[src/rtl/alu_iter_mul.sv]
// -----------------------------------------------------------------------------
// alu_iter_mul -- execution-stage ALU with an iterative shift-add multiplier.
//
// AND, OR, ADD, SUB and SLT are purely combinational. MUL (ALUControl 3'b101)
// runs one multiplier bit per cycle. Stall is held high while the product is
// being formed, and the product is presented for exactly one cycle together
// with a MulDone pulse.
//
// Ports:
//   CLK         in   core clock, rising edge
//   RST         in   asynchronous, active-high reset
//   SrcA        in   operand A (WIDTH bits)
//   SrcB        in   operand B (WIDTH bits)
//   ALUControl  in   3-bit operation code
//   InstrValid  in   instruction is real; a MUL only starts when high
//   ALUResult   out  result (WIDTH bits)
//   Zero        out  ALUResult == 0
//   Stall       out  hold PC / suppress register write this cycle
//   MulDone     out  one-cycle pulse while the MUL product is presented
//
// Optional build macro: MUL_EARLY_TERM_EN
//   When defined, the multiply ends as soon as the remaining multiplier bits
//   are all zero (a zero multiplier goes straight to DONE). Results are the
//   same either way; only the latency changes.
// -----------------------------------------------------------------------------
module alu_iter_mul #(
  parameter int WIDTH = 32
) (
  input  logic             CLK,
  input  logic             RST,
  input  logic [WIDTH-1:0] SrcA,
  input  logic [WIDTH-1:0] SrcB,
  input  logic [2:0]       ALUControl,
  input  logic             InstrValid,
  output logic [WIDTH-1:0] ALUResult,
  output logic             Zero,
  output logic             Stall,
  output logic             MulDone
);

  localparam int CW = $clog2(WIDTH) + 1;

  typedef enum logic [1:0] {
    S_IDLE = 2'd0,
    S_BUSY = 2'd1,
    S_DONE = 2'd2
  } state_t;

  state_t           r_state;
  logic [WIDTH-1:0] r_acc;
  logic [WIDTH-1:0] r_mcand;
  logic [WIDTH-1:0] r_mplier;
  logic [CW-1:0]    r_cnt;
  logic             r_mul_done;

  logic             w_mul_req;
  logic [WIDTH-1:0] w_acc_next;
  logic             w_last_iter;
  logic [WIDTH-1:0] w_comb_res;

  assign w_mul_req  = (ALUControl == 3'b101) && InstrValid;
  assign w_acc_next = r_mplier[0] ? (r_acc + r_mcand) : r_acc;

`ifdef MUL_EARLY_TERM_EN
  // Stop once no set bits remain in the multiplier after this shift.
  assign w_last_iter = ((r_mplier >> 1) == {WIDTH{1'b0}});
`else
  assign w_last_iter = (r_cnt == CW'(WIDTH - 1));
`endif

  // Multiplier sequencer: latch operands, iterate, present the product once.
  always_ff @(posedge CLK or posedge RST) begin
    if (RST) begin
      r_state    <= S_IDLE;
      r_acc      <= {WIDTH{1'b0}};
      r_mcand    <= {WIDTH{1'b0}};
      r_mplier   <= {WIDTH{1'b0}};
      r_cnt      <= {CW{1'b0}};
      r_mul_done <= 1'b0;
    end else begin
      r_mul_done <= 1'b0;
      case (r_state)
        S_IDLE: begin
          if (w_mul_req) begin
            r_mcand  <= SrcA;
            r_mplier <= SrcB;
            r_acc    <= {WIDTH{1'b0}};
            r_cnt    <= {CW{1'b0}};
`ifdef MUL_EARLY_TERM_EN
            if (SrcB == {WIDTH{1'b0}}) begin
              r_state    <= S_DONE;
              r_mul_done <= 1'b1;
            end else begin
              r_state <= S_BUSY;
            end
`else
            r_state <= S_BUSY;
`endif
          end else begin
            r_state <= S_IDLE;
          end
        end
        S_BUSY: begin
          r_acc    <= w_acc_next;
          r_mcand  <= r_mcand << 1;
          r_mplier <= r_mplier >> 1;
          r_cnt    <= r_cnt + CW'(1);
          if (w_last_iter) begin
            r_state    <= S_DONE;
            r_mul_done <= 1'b1;
          end else begin
            r_state <= S_BUSY;
          end
        end
        S_DONE: begin
          // Unconditional return so a still-held MUL is not re-issued.
          r_state <= S_IDLE;
        end
        default: begin
          r_state <= S_IDLE;
        end
      endcase
    end
  end

  // Single-cycle operations; MUL and unused codes produce 0 here.
  always_comb begin
    w_comb_res = {WIDTH{1'b0}};
    case (ALUControl)
      3'b000:  w_comb_res = SrcA & SrcB;
      3'b001:  w_comb_res = SrcA | SrcB;
      3'b010:  w_comb_res = SrcA + SrcB;
      3'b100:  w_comb_res = SrcA - SrcB;
      3'b110:  w_comb_res = {{(WIDTH-1){1'b0}}, ($signed(SrcA) < $signed(SrcB))};
      default: w_comb_res = {WIDTH{1'b0}};
    endcase
  end

  // Output steering by sequencer state; Stall is forced low during reset.
  always_comb begin
    ALUResult = w_comb_res;
    Stall     = 1'b0;
    case (r_state)
      S_BUSY: begin
        ALUResult = {WIDTH{1'b0}};
        Stall     = ~RST;
      end
      S_DONE: begin
        ALUResult = r_acc;
        Stall     = 1'b0;
      end
      default: begin
        ALUResult = w_comb_res;
        Stall     = w_mul_req & ~RST;
      end
    endcase
  end

  assign Zero    = (ALUResult == {WIDTH{1'b0}});
  assign MulDone = r_mul_done;

endmodule

[config.mk]
export PLATFORM = sky130hd
export DESIGN_NAME = alu_iter_mul
export DESIGN_NICKNAME = d
export VERILOG_FILES = /design/src/rtl/alu_iter_mul.sv
export SDC_FILE = /design/constraint.sdc
export NUM_CORES = 1
export LEC_CHECK = 0
export BUFFER_PORTS_ARGS = -buffer_cell sky130_fd_sc_hd__buf_2
export CAP_MARGIN = 20
export CORE_MARGIN = 1
export CORE_UTILIZATION = 62
export DETAILED_ROUTE_END_ITERATION = 7
export GPL_TIMING_DRIVEN = 0
export MAX_ROUTING_LAYER = met4
export PLACE_DENSITY_LB_ADDON = 0.12
export SYNTH_ARGS = -nofsm -noshare
export SYNTH_HDL_FRONTEND = slang
export SYNTH_SLANG_ARGS = --single-unit
[constraint.sdc]
create_clock -name CLK -period 5.85 [get_ports CLK]
set_clock_uncertainty 0.2 [all_clocks]
set_input_delay 0.2925 -clock CLK [delete_from_list [all_inputs] [get_ports CLK]]
set_output_delay 0.2925 -clock CLK [all_outputs]
set_load 0.03 [all_outputs]
### After elaboration in Yosys (flattened, before gate mapping)

Index checks and enable logic that the tools add are counted.
Widths: inputs -> output; s select.

* add/subtract/negate cells: 4
* $lt $le $gt $ge: 1
* eq/ne operators: 10
* muxes and demuxes: 17
* bitwise logic cells: 4
* reductions and logical operators: 7

Operators by type and width (number)
* $pmux 32 s2: 4
* $pmux 32 s5: 1
* $mux 32: 4
* $add 32x32->32: 2
* $and 32x32->32: 1
* $logic_not 32->1: 1
* $lt 32x32->1: 1
* $or 32x32->32: 1
* $sub 32x32->32: 1
* $pmux 6 s2: 1
* $eq 3x3->1 const B: 3
* $add 6x1->6 const B: 1
* $eq 6x5->1 const B: 1
* $mux 6: 1
* $ne 2x2->1 const B: 2
* $pmux 2 s2: 1
* $eq 3x1->1 const B: 1
* $eq 3x2->1 const B: 1
* $logic_not 3->1: 1
* $mux 1: 3
* $reduce_and 3->1: 1
* $eq 2x1->1 const B: 1
* $eq 2x2->1 const B: 1
* $logic_not 2->1: 1
* 7 further kinds: 7

* bits in registers: 105
* input port bits: 70
* output and inout bits: 35

### Longest topological paths before layout

Gate-level depths: netlist of the first run.

* word-level depth: 4
* gate-level depth with buffers: 15
* gate-level depth less buffers: 14

### Worst setup path before layout of the first run

No wires, ideal clock.

* path type: input -> output
* start: input SrcA[0]
* end: output Zero
* data arrival time: 4.579 ns
* data required time: 5.358 ns
* slack: 0.779 ns
* stages: 14
* path buffers: 0
* path through: inv_1 ha_1 fa_1 or2_0 a221o_1 a21oi_2 a21oi_1 o31a_1 a221oi_1 o21ai_1 or4b_1 or4_1 or4_1 nor4_2

* word-level cells in the longest chain between the ends: 4
* elaborated cells on any way between the ends: 8

RTL lines
* start, declared: line 31 `input logic [WIDTH-1:0] SrcA,`
* $sub 32x32->32 or $add 32x32->32 (tied branches): line 133, 132
* $pmux 32 s5 (*): line 129 `case (ALUControl)`
* $pmux 32 s2 (*): line 143 `case (r_state)`
* named net ALUResult[14]: line 35 `output logic [WIDTH-1:0] ALUResult,`
* $logic_not 32->1 (*): line 159 `assign Zero = (ALUResult == {WIDTH{1'b0}});`
* end, declared: line 36 `output logic Zero,`

Mark *: on every way through the listed nets, which the timed path passes. The rest lies on a longest branch.

==> results of run 1 <==
## sequential cells by signal, summed over array words and instances (netlist names)
name and cells:
r_cnt 6, r_mplier 32, r_mcand 32, r_state 1, r_acc 32, MulDone 1
## worst register-to-register path, stage by stage (launching register included)
cell	delay, ns
sky130_fd_sc_hd__dfrtp_1	0.43
sky130_fd_sc_hd__ha_1	0.30
sky130_fd_sc_hd__clkbuf_1	0.18
sky130_fd_sc_hd__a2111oi_0	0.90
sky130_fd_sc_hd__o31ai_1	0.24
sky130_fd_sc_hd__a21o_1	0.28
sky130_fd_sc_hd__a221oi_1	0.60
sky130_fd_sc_hd__o21a_1	0.29
sky130_fd_sc_hd__o21ai_0	0.16
sky130_fd_sc_hd__a2111oi_0	0.60
sky130_fd_sc_hd__a211oi_1	0.11
sky130_fd_sc_hd__nor2_1	0.13
## final timing paths
| kind | cells after the start | endpoint |
|---|---|---|
| worst min register to register | 2 | r_mplier[22] |
| min in group asynchronous | 3 | r_mplier[5] |
| max in group asynchronous | 4 | r_acc[23] |
| worst max-delay path | 16 | Zero |
| worst max register to register | 11 | r_acc[31] |
| worst min-delay path | 2 | r_mplier[31] |
## Yosys cell counts, types with 11 or more instances
master / count
sky130_fd_sc_hd__a211oi_1: 20
sky130_fd_sc_hd__a21o_1: 27
sky130_fd_sc_hd__a21oi_1: 107
sky130_fd_sc_hd__a22o_1: 12
sky130_fd_sc_hd__a22oi_1: 18
sky130_fd_sc_hd__a31oi_1: 11
sky130_fd_sc_hd__buf_2: 14
sky130_fd_sc_hd__clkbuf_1: 57
sky130_fd_sc_hd__dfrtp_1: 104
sky130_fd_sc_hd__ha_1: 131
sky130_fd_sc_hd__inv_1: 120
sky130_fd_sc_hd__mux2i_1: 83
sky130_fd_sc_hd__nand2_1: 160
sky130_fd_sc_hd__nand3_1: 23
sky130_fd_sc_hd__nand4_1: 15
sky130_fd_sc_hd__nor2_1: 82
sky130_fd_sc_hd__nor2b_1: 12
sky130_fd_sc_hd__nor3_1: 31
sky130_fd_sc_hd__nor4_1: 18
sky130_fd_sc_hd__o211ai_1: 12
sky130_fd_sc_hd__o21a_1: 13
sky130_fd_sc_hd__o21ai_0: 145
sky130_fd_sc_hd__o21bai_1: 14
sky130_fd_sc_hd__o31ai_1: 14
sky130_fd_sc_hd__xnor2_1: 29
sky130_fd_sc_hd__xor2_1: 22
## cell families after synthesis
group,after synthesis
AOI/OAI and AO/OA,494
xor gates and xnor gates,51
adders and majority gates,134
buffers and inverters,199
DFF,104
muxes,84
and+or+nand+nor,402
## where the power goes
part / leakage, nW / total [mW] / switching (mW) / internal, mW
clock network: 0.150 / 0.645 / 0.338 / 0.307
registers: 1.41 / 0.852 / 0.0828 / 0.770
logic: 4.90 / 0.816 / 0.518 / 0.298
## repair_timing
action	4_1_cts	5_1_grt
hold buffers	1	0
buffers inserted	0	1
endpoints found under the setup margin	0	1
resized for setup	0	4
hold endpoints to repair	36	0
## layer usage
metal	routed length [um]	vias up	part of all wire	GRT usage
met5	0	-	0	-
met4	3170	0	0.074	0.298
met3	4040	202	0.095	0.0620
met2	18800	855	0.44	0.692
met1	16700	5814	0.39	0.568
li1	-	5543	-	-
## cell type report
type,instances,area (um^2)
Multi-Input combinational cell,1165,8110
Fill cell,1458,5380
Sequential cell,104,2600
Timing Repair Buffer,106,561
Inverter,121,457
Buffer,78,318
Tap cell,229,287
Clock buffer,9,225
Clock inverter,7,86.3
Antenna cell,2,5.00
## per-stage QoR
step	cell area [um^2]	power, mW	cells	worst slack, ns
global placement	12300	1.62	1800	0.0868
floorplan	11500	1.38	1468	0.779
finish	12600	2.31	1821	0.109
CTS	12600	2.28	1818	0.0775
global route	12600	2.40	1820	0.0169
detailed placement	12300	1.64	1801	0.101
==> key figures, run 1 <==
Worst setup path
  – CP Data Arrival Time: 5.25 ns
  – Worst reg2reg setup slack: 1.36 ns
  – Launching instance or port of the critical path: MulDone
  – Worst reg2reg path startpoint: r_acc[8]
  – Kind of capture point of the worst setup path: primary output
  – Library cell contributing the largest single delay on the critical path: sky130_fd_sc_hd__or4b_2
  – Startpoint-to-endpoint class of the critical path: reg2out
  – Cell family contributing the most delay on the critical path: simple AND/OR/NAND/NOR gates
  – Maximum cell stage delay along the critical path: 0.63 ns
  – Req. time, crit path: 5.36 ns
  – Chain of cells forming the critical path: inv_1 > ha_1 > buf_2 > and2_1 > clkbuf_1 > clkbuf_1 > buf_1 > nand2_1 > o21ai_0 > a221oi_1 > a21oi_1 > nor2_1 > or4bb_1 > or4b_2 > nor4_2 > buf_2
  – Largest fanout on the critical path: 10
  – Critical path startpoint category: register
  – CP bufs+invs: 6

Synthesis
  – Combinational family with the most area after synthesis: compound AO/OA/AOI/OAI gates
  – Adder and majority cell fraction of the synthesized area: 0.148
  – Complex-gate fraction of the synthesized area: 0.281
  – Number of warnings reported in the yosys synthesis log: 0
  – Asr flop ratio synth: 1.00
  – Number of flops mapped to enable cells by yosys: 0
  – Netlist Area Pre-Place: 11500 um^2
  – Share of the synthesized area in the top cell type: 0.227
  – Count of different cell masters after synthesis: 83
  – Register bit count reported by yosys: 104
  – Post-synthesis area per instance: 7.82 um^2
  – Share of the synthesized netlist area taken by xor and xnor gates: 0.0389
  – Largest cells by area after synthesis: sky130_fd_sc_hd__dfrtp_1, sky130_fd_sc_hd__ha_1, sky130_fd_sc_hd__mux2i_1, sky130_fd_sc_hd__o21ai_0, sky130_fd_sc_hd__nand2_1
  – Synthesized net count: 1672
  – Cell type contributing the most total cell area after synthesis: sky130_fd_sc_hd__dfrtp_1
  – Most used flip-flop cell after synthesis: sky130_fd_sc_hd__dfrtp_1
  – Sequential share of the synthesized area: 0.227
  – Mux cell area share after synthesis: 0.0734
  – Synth Area in Simple Gates: 0.165
  – Number of cells produced by synthesis: 1468

Timing
  – Slew headroom: 0.226
  – Peak Freq: 0.174 GHz
  – Final Setup Violations: 0
  – Number of max-slew violations in the final report: 0
  – Number of endpoints with negative hold slack in the final report: 0
  – Final worst path period share: 0.981
  – Worst hold slack: 0.0205 ns
  – Setup repair after global routing missed its margin: no
  – Actual slew at the worst max-slew pin: 1.16 ns
  – Shortest clock period the worst path allows after layout: 5.74 ns
  – Sum of negative setup slack: 0 ns

Finish
  – Most frequent cells in the layout: sky130_fd_sc_hd__nand2_1, sky130_fd_sc_hd__o21ai_0, sky130_fd_sc_hd__ha_1, sky130_fd_sc_hd__inv_1, sky130_fd_sc_hd__buf_2
  – Fraction of final layout cells with drive strength greater than 1: 0.102
  – Finished Core Util: 0.702
  – Area growth syn-to-layout: 10.2%
  – # nets final: 1789
  – Commonest non-fill, non-tap cell in the layout: sky130_fd_sc_hd__nand2_1

Clocking
  – Register clock-pin slew on the reported worst setup and hold paths: 0.08 ns
  – Clock insertion delay at the later pin of the skew report: 0.37 ns
  – Number of levels the H-tree was split into: 3
  – Root buffer cell: sky130_fd_sc_hd__clkbuf_16
  – Number of buffers created by CTS: 9
  – Clock tree from TritonCTS: built
  – Number of clock sinks seen by CTS: 104
  – Number of buffers on the longest clock path: 2

Die
  – Total core area: 18000 um^2
  – Initial core utilization: 0.637
  – Number of rows created at floorplan: 49
  – Overall die width: 138 um
  – Vertical extent of the die: 138 um
  – I/O pin count: 105
  – Total die area: 19100 um^2

Min path
  – Min-delay src: SrcB[31]
  – Worst Hold Class: in2reg

Place
  – Count of input and output buffers: 103
  – RePlAce Congestion: 1.04
  – DPL Wire Length: 33600 um

Global routing
  – Vias in the first global route: 11700
  – Gr usage total: 0.455
  – GR Overflow Total: 0
  – Antenna violations before repair: 1
  – Pin count of the biggest net entering global routing: 69
  – Global-route wire length before repair: 65300 um

Routing
  – Total vias in the final route: 12400
  – Detailed-route vias per instance: 6.82
  – Routed wirelength normalized by instance count: 23.5 um
  – Total length of routed wires: 42700 um
  – Violation count after the first detailed-route iteration: 1583
  – Total DRC errors in the routed layout: 0
  – Remaining number of nets flagged by the antenna check after routing: 0
  – First-pass iteration count of the detailed router: 6

Run status
  – Run status: finished clean

Power
  – Static leakage: 6.46 nW
  – Power Density: 183 nW/um^2
  – IR Drop Worst-Case VDD: 0.000151 V

Job
  – Max-Cap Viols: 0
(Power assumes the default switching activity.)
==> run 2: changes to the inputs <==
--- a/config.mk
+++ b/config.mk
@@ -7,6 +7,7 @@
 export LEC_CHECK = 0
 export BUFFER_PORTS_ARGS = -buffer_cell sky130_fd_sc_hd__buf_2
 export CAP_MARGIN = 20
+export CORE_ASPECT_RATIO = 0.75
 export CORE_MARGIN = 1
 export CORE_UTILIZATION = 62
 export DETAILED_ROUTE_END_ITERATION = 7
==> key figures, run 2 (synthesis results as in run 1) <==
Run status
  – Run status: finished clean (unchanged)

Routing
  – Metal2 WL: 17500 um (was 18800 um)
  – Detailed-route vias per instance: 6.73 (was 6.82)
  – First-pass iteration count of the detailed router: 5 (was 6)
  – Uppermost routed layer: met4 (unchanged)
  – Routed wirelength normalized by instance count: 23.5 um (about the same)
  – Total DRC errors in the routed layout: 0 (unchanged)
  – Post-route met1 wirelength: 18000 um (was 16700 um)
  – Total length of routed wires: 43100 um (was 42700 um)
  – Total vias in the final route: 12400 (about the same)
  – Remaining number of nets flagged by the antenna check after routing: 0 (unchanged)
  – Wire length on met3: 6160 um (was 4040 um)
  – Violation count after the first detailed-route iteration: 1862 (was 1583)

Die
  – Initial core utilization: 0.642 (was 0.637)
  – Total die area: 19100 um^2 (about the same)
  – I/O pin count: 105 (unchanged)
  – Number of rows created at floorplan: 42 (was 49)
  – Vertical extent of the die: 120 um (was 138 um)
  – Total core area: 17900 um^2 (was 18000 um^2)
  – Overall die width: 159 um (was 138 um)

Clocking
  – Number of buffers created by CTS: 9 (unchanged)
  – Clock insertion delay at the later pin of the skew report: 0.37 ns (about the same)
  – Number of buffers on the longest clock path: 2 (unchanged)
  – Register clock-pin slew on the reported worst setup and hold paths: 0.08 ns (about the same)
  – Number of levels the H-tree was split into: 3 (unchanged)
  – Root buffer cell: sky130_fd_sc_hd__clkbuf_16 (unchanged)
  – Clock tree from TritonCTS: built (unchanged)
  – Number of clock sinks seen by CTS: 104 (unchanged)

Finish
  – Final instance area: 12700 um^2 (was 12600 um^2)
  – Largest regs: r_acc x32, r_mcand x32, r_mplier x32 (unchanged)
  – # nets final: 1792 (was 1789)
  – Final-layout fill cell count: 1477 (was 1458)
  – Fraction of final layout cells with drive strength greater than 1: 0.102 (about the same)
  – Most frequent cells in the layout: sky130_fd_sc_hd__nand2_1, sky130_fd_sc_hd__o21ai_0, sky130_fd_sc_hd__ha_1, sky130_fd_sc_hd__inv_1, sky130_fd_sc_hd__buf_2 (unchanged)
  – Commonest non-fill, non-tap cell in the layout: sky130_fd_sc_hd__nand2_1 (unchanged)
  – Sequential cell area: 2600 um^2 (unchanged)
  – Area growth syn-to-layout: 10.3% (was 10.2%)
  – Multi-input logic area: 8100 um^2 (was 8110 um^2)
  – Cell Count, Final, Fillers Out: 1836 (was 1821)

Worst setup path
  – Worst reg2reg setup slack: 1.33 ns (was 1.36 ns)
  – Largest fanout on the critical path: 8 (was 10)
  – Chain of cells forming the critical path: buf_2 > inv_1 > ha_1 > fa_1 > or2_0 > a221o_1 > a21oi_2 > a21oi_1 > o21ai_0 > mux2_2 > o22ai_1 > or4bb_1 > or4_1 > or4_1 > nor4_2 > buf_2 (was inv_1 > ha_1 > buf_2 > and2_1 > clkbuf_1 > clkbuf_1 > buf_1 > nand2_1 > o21ai_0 > a221oi_1 > a21oi_1 > nor2_1 > or4bb_1 > or4b_2 > nor4_2 > buf_2)
  – Critical path startpoint category: input pin (was register)
  – CP Data Arrival Time: 5.25 ns (about the same)
  – Worst reg2reg path startpoint: r_acc[8] (unchanged)
  – Library cell contributing the largest single delay on the critical path: sky130_fd_sc_hd__or4bb_1 (was sky130_fd_sc_hd__or4b_2)
  – Cell family contributing the most delay on the critical path: simple AND/OR/NAND/NOR gates (unchanged)
  – CP bufs+invs: 3 (was 6)
  – Req. time, crit path: 5.36 ns (about the same)
  – Kind of capture point of the worst setup path: primary output (unchanged)
  – Startpoint-to-endpoint class of the critical path: in2out (was reg2out)
  – Number of cells on the worst reg-to-reg path: 12 (was 11)
  – Capturing point of the worst reg2reg path: r_acc[30] (was r_acc[31])
  – Cell count along the critical path: 16 (unchanged)
  – Maximum cell stage delay along the critical path: 0.58 ns (was 0.63 ns)

Timing
  – Final worst path period share: 0.981 (about the same)
  – Sum of negative setup slack: 0 ns (unchanged)
  – Shortest clock period the worst path allows after layout: 5.74 ns (about the same)
  – Actual slew at the worst max-slew pin: 1.09 ns (was 1.16 ns)
  – Final Setup Violations: 0 (unchanged)
  – Setup repair after global routing missed its margin: no (unchanged)
  – Peak Freq: 0.174 GHz (about the same)
  – Number of endpoints with negative hold slack in the final report: 0 (unchanged)
  – Number of max-slew violations in the final report: 0 (unchanged)
  – Slew headroom: 0.272 (was 0.226)
  – Post-layout worst setup margin: 0.110 ns (was 0.109 ns)

Global routing
  – Antenna violations before repair: 1 (unchanged)
  – GR Overflow Total: 0 (unchanged)
  – Pin count of the biggest net entering global routing: 58 (was 69)
  – Vias in the first global route: 11700 (about the same)
  – Global-route wire length before repair: 66100 um (was 65300 um)
  – Gr usage total: 0.468 (was 0.455)

Place
  – DPL Wire Length: 34300 um (was 33600 um)
  – Area post-placement: 12300 um^2 (about the same)
  – RePlAce Congestion: 1.02 (was 1.04)
  – Count of input and output buffers: 103 (unchanged)
  – Placed Cells: 1815 (was 1801)
  – DP Worst Slack: 0.264 ns (was 0.101 ns)

Min path
  – Min-delay src: SrcB[31] (unchanged)
  – Worst min-delay path endpoint: r_mplier[31] (unchanged)
  – Worst Hold Class: in2reg (unchanged)
  – Hold Path Depth: 2 (unchanged)

Power
  – IR Drop Worst-Case VDD: 0.000129 V (was 0.000151 V)
  – Power Density: 184 nW/um^2 (was 183 nW/um^2)
  – Total power draw: 2.33 mW (was 2.31 mW)
  – Static leakage: 6.47 nW (was 6.46 nW)

Job
  – Max-Cap Viols: 0 (unchanged)
[run 2: per-layer routing]
layer / vias to the layer above / global-route usage
met4: 0 / 0.151
met3: 140 / 0.148
met1: 5855 / 0.633
li1: 5563 / -
met2: 804 / 0.662
met5: - / -
[run 2: per-stage QoR]
stage / utilization / hold WS [ns]
2_1_floorplan: - / 0.232
3_3_place_gp: 0.688 / 0.260
3_5_place_dp: 0.690 / 0.231
4_1_cts: 0.708 / 0.0165
5_1_grt: 0.709 / 0.0173
6_report: 0.709 / 0.0219
[run 2: cell type report]
| type | count | share of cell area |
|---|---|---|
| Antenna cell | 1 | 0.000198 |
| Buffer | 78 | 0.0252 |
| Clock buffer | 10 | 0.0189 |
| Clock inverter | 6 | 0.00464 |
| Inverter | 121 | 0.0361 |
| Multi-Input combinational cell | 1165 | 0.640 |
| Sequential cell | 104 | 0.206 |
| Tap cell | 242 | 0.0239 |
| Timing Repair Buffer | 109 | 0.0458 |
[run 2: worst max-delay path by stage]
stage,from,endpoint
floorplan,SrcA[0],Zero
global placement,SrcA[0],Zero
detailed placement,SrcA[0],Zero
CTS,MulDone,Zero
global route,SrcA[0],Zero
finish,SrcA[0],Zero
[run 2: what timing repair did]
item,CTS,global route
buffers inserted,0,1
hold buffers,2,0
hold endpoints to repair,48,0
setup endpoints to repair,0,1
resized for setup,0,1
[run 2: report_power, final]
| part | switching [mW] | leakage, nW | internal [mW] |
|---|---|---|---|
| clock | 0.321 | 0.143 | 0.311 |
| sequential | 0.0968 | 1.41 | 0.769 |
| combinational | 0.528 | 4.91 | 0.299 |
| total | 0.947 | 6.47 | 1.38 |
